### src/rtl/coder_capture_ctrl.sv
// Capture sequencer: arms on command, triggers on a programmable sample class code and packs
// 16 codes per 32-bit word onto a valid/ready stream. Optional trigger holdoff: CODER_HOLDOFF_EN.

module coder_vector #(
    parameter int unsigned     size   = 16,
    parameter logic [size-1:0] data_a = 16'habad,
    parameter logic [size-1:0] data_b = 16'hface
) (
    input  logic [size-1:0] data,
    output logic [1:0]      code
);
    always_comb begin
        if (data == '0)          code = 2'b00;
        else if (data == data_a) code = 2'b01;
        else if (data == data_b) code = 2'b10;
        else                     code = 2'b11;
    end
endmodule

module coder_capture_ctrl #(
    parameter int unsigned     size   = 16,
    parameter logic [size-1:0] data_a = 16'habad,
    parameter logic [size-1:0] data_b = 16'hface,
    parameter int unsigned     len_w  = 8
) (
    input  logic             sys_clk,
    input  logic             sys_rst_n,
    input  logic             arm,
    input  logic             abort,
    input  logic [1:0]       trig_code,
    input  logic [len_w-1:0] capture_len,
    input  logic             sample_stb,
    input  logic [size-1:0]  data,
    output logic [31:0]      out_data,
    output logic             out_valid,
    input  logic             out_ready,
    output logic             busy,
    output logic             done,
    output logic             overflow,
    output logic [1:0]       state
);
    typedef enum logic [1:0] {
        ST_IDLE    = 2'b00,
        ST_ARMED   = 2'b01,
        ST_CAPTURE = 2'b10,
        ST_DONE    = 2'b11
    } state_e;

    state_e           state_q, state_d;
    logic [1:0]       trig_q, trig_d;
    logic [len_w-1:0] len_q, len_d;
    logic [len_w-1:0] word_cnt_q, word_cnt_d, word_cnt_inc;
    logic [3:0]       slot_q, slot_d;
    logic [29:0]      pack_q, pack_d;
    logic [31:0]      out_data_q, out_data_d;
    logic             out_valid_q, out_valid_d;
    logic             overflow_q, overflow_d;
    logic [1:0]       code;
    logic             trig_hit;
    logic             arm_ok;

    coder_vector #(.size(size), .data_a(data_a), .data_b(data_b)) u_coder (
        .data (data),
        .code (code)
    );

    assign arm_ok       = arm && (state_q == ST_IDLE || state_q == ST_DONE);
    assign word_cnt_inc = word_cnt_q + len_w'(1);

`ifdef CODER_HOLDOFF_EN
    // Trigger only on the 4th consecutive matching strobe.
    logic [1:0] run_q, run_d;

    assign trig_hit = sample_stb && (code == trig_q) && (run_q == 2'd3);

    always_comb begin
        run_d = run_q;
        if (abort || arm_ok) begin
            run_d = 2'd0;
        end else if (state_q == ST_ARMED && sample_stb) begin
            if (code != trig_q || run_q == 2'd3) run_d = 2'd0;
            else                                  run_d = run_q + 2'd1;
        end
    end

    always_ff @(posedge sys_clk or negedge sys_rst_n) begin
        if (!sys_rst_n) run_q <= 2'd0;
        else            run_q <= run_d;
    end
`else
    assign trig_hit = sample_stb && (code == trig_q);
`endif

    always_comb begin
        state_d     = state_q;
        trig_d      = trig_q;
        len_d       = len_q;
        word_cnt_d  = word_cnt_q;
        slot_d      = slot_q;
        pack_d      = pack_q;
        out_data_d  = out_data_q;
        out_valid_d = out_valid_q;
        overflow_d  = overflow_q;

        if (out_valid_q && out_ready) out_valid_d = 1'b0;

        if (abort) begin
            state_d     = ST_IDLE;
            out_valid_d = 1'b0;
            slot_d      = 4'd0;
            word_cnt_d  = '0;
            overflow_d  = 1'b0;
        end else begin
            case (state_q)
                ST_IDLE, ST_DONE: begin
                    if (arm) begin
                        trig_d     = trig_code;
                        len_d      = capture_len;
                        slot_d     = 4'd0;
                        word_cnt_d = '0;
                        pack_d     = '0;
                        overflow_d = 1'b0;
                        state_d    = (capture_len == '0) ? ST_DONE : ST_ARMED;
                    end
                end
                ST_ARMED: begin
                    if (trig_hit) begin
                        pack_d[1:0] = code;
                        slot_d      = 4'd1;
                        state_d     = ST_CAPTURE;
                    end
                end
                ST_CAPTURE: begin
                    if (sample_stb) begin
                        slot_d = slot_q + 4'd1;
                        if (slot_q != 4'd15) begin
                            pack_d[{slot_q, 1'b0} +: 2] = code;
                        end else begin
                            // Slot 15 goes straight into the outgoing word.
                            if (!out_valid_q || out_ready) begin
                                out_data_d  = {code, pack_q};
                                out_valid_d = 1'b1;
                            end else begin
                                overflow_d = 1'b1;
                            end
                            word_cnt_d = word_cnt_inc;
                            if (word_cnt_inc == len_q) state_d = ST_DONE;
                        end
                    end
                end
                default: state_d = ST_IDLE;
            endcase
        end
    end

    always_ff @(posedge sys_clk or negedge sys_rst_n) begin
        if (!sys_rst_n) begin
            state_q     <= ST_IDLE;
            trig_q      <= 2'd0;
            len_q       <= '0;
            word_cnt_q  <= '0;
            slot_q      <= 4'd0;
            pack_q      <= '0;
            out_data_q  <= 32'd0;
            out_valid_q <= 1'b0;
            overflow_q  <= 1'b0;
        end else begin
            state_q     <= state_d;
            trig_q      <= trig_d;
            len_q       <= len_d;
            word_cnt_q  <= word_cnt_d;
            slot_q      <= slot_d;
            pack_q      <= pack_d;
            out_data_q  <= out_data_d;
            out_valid_q <= out_valid_d;
            overflow_q  <= overflow_d;
        end
    end

    assign out_data  = out_data_q;
    assign out_valid = out_valid_q;
    assign overflow  = overflow_q;
    assign state     = state_q;
    assign busy      = (state_q == ST_ARMED) || (state_q == ST_CAPTURE);
    assign done      = (state_q == ST_DONE) && !out_valid_q;
endmodule

### config.mk
export PLATFORM = sky130hd
export DESIGN_NAME = coder_capture_ctrl
export DESIGN_NICKNAME = d
export VERILOG_FILES = /design/src/rtl/coder_capture_ctrl.sv
export SDC_FILE = /design/constraint.sdc
export NUM_CORES = 1
export LEC_CHECK = 0
export ABC_AREA = 1
export CAP_MARGIN = 10
export CORE_ASPECT_RATIO = 0.7
export CORE_MARGIN = 2
export CORE_UTILIZATION = 58
export DETAILED_ROUTE_END_ITERATION = 7
export HOLD_SLACK_MARGIN = 0.03
export PLACE_DENSITY = 0.85
export SLEW_MARGIN = 25
export SYNTH_ARGS = -nofsm -noshare
export SYNTH_HDL_FRONTEND = slang
export SYNTH_SLANG_ARGS = --single-unit
export TNS_END_PERCENT = 30
### constraint.sdc
create_clock -name sys_clk -period 4.8 [get_ports sys_clk]
set_clock_uncertainty 0.1 [all_clocks]
set_input_delay 0.96 -clock sys_clk [delete_from_list [all_inputs] [get_ports sys_clk]]
set_output_delay 0.96 -clock sys_clk [all_outputs]
set_load 0.02 [all_outputs]
==> run metrics <==
run status finished clean; reg2reg start state[0]$_DFFE_PN0P_; Starting Density 0.602; Min-Delay Path Class reg2reg; H-tree levels 3; max-cap viol count 0; area delta synth->final 21.3%; worst-case clock buffer depth 2; routed wire length 10.2 mm; Max Slew Vio Count 0; Critical Path AT 2.16 ns; setup TNS 0 ns; vias in the first global route 3658; Avg WL per Cell 15.0 µm; critical path class reg2out; EDFF count, synth 0; commonest cells in the netlist nand2_1, dfrtp_1, inv_1; grt peak-use layer met2; Slowest Stage Delay on Critical Path 0.64 ns; period utilisation layout 0.672; Hold Path End out_data[28]$_DFFE_PN0P_; # DRC 0; syn_nets 553; synthesized area 4430 µm²; Synth cell types 37; met1 Track Usage GR 0.387; Reg clk slew, reported paths 0.09 ns; final worst slack 1.58 ns; element type at the critical path start register; Via Count 3806; Area after DPL between 5000 and 6000 µm²; Finish-stage setup viols 0; syn_area_per_cell 8.63 µm²; GRT met2 Usage 0.394; Syn Inst Count 513; synthesized flop and latch total 88; Sink Count between 80 and 90; slowest stage cell, crit path clkdlybuf4s50_1; Initial DRC Count 363; Core Region 7350 µm²; Worst VDD drop roughly 0.27 mV; hold_sp out_data[28]$_DFFE_PN0P_; Tot GR Track Use 0.268; FILL cells 563; die span in y 77.1 µm; Diodes inserted 0; asr flop ratio synth 1.00; first-pass GRT wire length 17.5 mm; DP HPWL 7.27 mm; postcts setup bufs 0; I/O pin total 70; vias per cell approximately 5.6; worst hold stages 2; Ys Warns 0; cell mode on critical path inv_1; Leakage 2.38 nW; GP Congestion 0.915; layout cells sized above 1 0.0995; Critical Path, Cell by Cell inv_1 > ha_1 > inv_1 > clkdlybuf4s50_1; initial antenna violation count 0; port bufs between 60 and 70; Pre-antenna DRT Iters 5; R2R Setup Slk 1.95 ns; post-synth top area cell dfrtp_1; Period minus WS final 3.22 ns; CTS Root Buffer Type clkbuf_8; fin area 5370 µm²; M3 GR Usage 0.0680; gr ovfl total 0; Reg-to-Reg End pack_q[19]$_DFFE_PN0P_; Die X about 110 µm; main area contributors after synthesis dfrtp_1, nand2_1, inv_1, nor2_1, nand3_1; Hold Vio Cnt, Final 0; die area 8360 µm²; Core Util, Final 0.730; top-area cell type share of the netlist area 0.498; critical path capture point type output port; cts hold-fix bufs 0; largest net degree at the start of global routing 89; RSZ-0062 raised after global routing no; post-place setup slack 1.55 ns; Primary FF master, synth dfrtp_1; Inserted Clock Buffers 9; CTS tree done; post-route ant nets 0; Data required, critical path ~3.7 ns; cts repair resizes 0; Max Fanout on Critical Path 9; top-count cell post-synth nand2_1; sequential area share after synthesis 0.498; Worst Tran Pin Value 0.950 ns; Worst-Skew Late Latency around 0.37 ns; final net count 618; Reg area 2200 µm²; Multi-input gate area 1910 µm²; Power per Cell Area between 300 and 400 nW/µm²; Max Fclk 310 MHz; Reg2Reg Depth 10; row count 26; Slew headroom 0.362
## final cells by class
cell class,count,area share
multi-input cells,348,0.355
clock inverters,5,0.0121
clock buffers,11,0.0263
inverters,62,0.0443
repair buffers,69,0.129
well taps,98,0.0228
flip-flops and latches,88,0.410
## logic make-up (layout without fill, tap and decap cells)
family	after synthesis	after routing	share of synthesized area
AND/OR/NAND/NOR	228	228	0.234
AO/OA/AOI/OAI	90	90	0.114
flip-flops	88	88	0.498
buffers and inverters	77	147	0.0718
multiplexers	17	17	0.0483
adder cells (fa/ha/maj)	8	8	0.0226
XOR/XNOR	5	5	0.0116
## worst max-delay path: cells and delay by family (launching register included)
kind	cells	cell delay, ns
adders and majority gates	1	0.43
DFF	1	0.44
buffers and inverters	3	0.93
## cell usage in the layout (no fill, tap or decap), types with 4 or more instances in the layout
master	synthesis	routed
a21oi_1	10	10
clkbuf_8	0	10
clkdlybuf4s50_1	0	68
dfrtp_1	88	88
ha_1	8	8
inv_1	56	56
mux2_2	11	11
mux2_4	6	6
nand2_1	106	106
nand2_2	5	5
nand3_1	32	32
nand4_1	7	7
nor2_1	52	52
nor2_4	4	4
nor3_1	8	8
nor4_1	4	4
o21ai_0	18	18
o21ai_1	31	31
o22ai_1	24	24
## registers in the layout, indices dropped and copies added (netlist names)
register / cells
out_data: 32
word_cnt_q: 8
pack_q: 30
overflow: 1
state: 2
slot_q: 4
trig_q: 2
out_valid: 1
len_q: 8
## worst max-delay path by stage
stage / from / to / slack, ns / depth (start not counted)
floorplan: state[0]$_DFFE_PN0P_ / busy / 2.55 / 4
CTS: state[0]$_DFFE_PN0P_ / busy / 1.57 / 4
detailed placement: abort / out_data[19]$_DFFE_PN0P_ / 1.55 / 4
finish: state[0]$_DFFE_PN0P_ / busy / 1.58 / 4
global placement: abort / out_data[18]$_DFFE_PN0P_ / 1.65 / 4
global route: state[0]$_DFFE_PN0P_ / busy / 1.49 / 4
## metal layers
layer	vias to the layer above	share of wire	wire length [µm]
met5	-	0	0
met4	0	0.015	151
met3	14	0.075	770
met2	158	0.44	4550
met1	1797	0.47	4770
li1	1837	-	-
## stage by stage
step | hold WS [ns] | std cells | total power (W)
after floorplan | 0.355 | 513 | 0.00129
after global placement | 0.368 | 665 | 0.00145
after detailed placement | 0.375 | 665 | 0.00147
after CTS | 0.397 | 681 | 0.00201
after global routing | 0.428 | 681 | 0.00212
final | 0.396 | 681 | 0.00200
## power breakdown
part | internal (W) | leakage (nW) | switching (W)
Clock | 0.000259 | 0.0977 | 0.000278
Sequential | 0.000802 | 1.20 | 0.0000513
Combinational | 0.000218 | 1.08 | 0.000396
Total | 0.00128 | 2.38 | 0.000725
(Power assumes the default switching activity.)
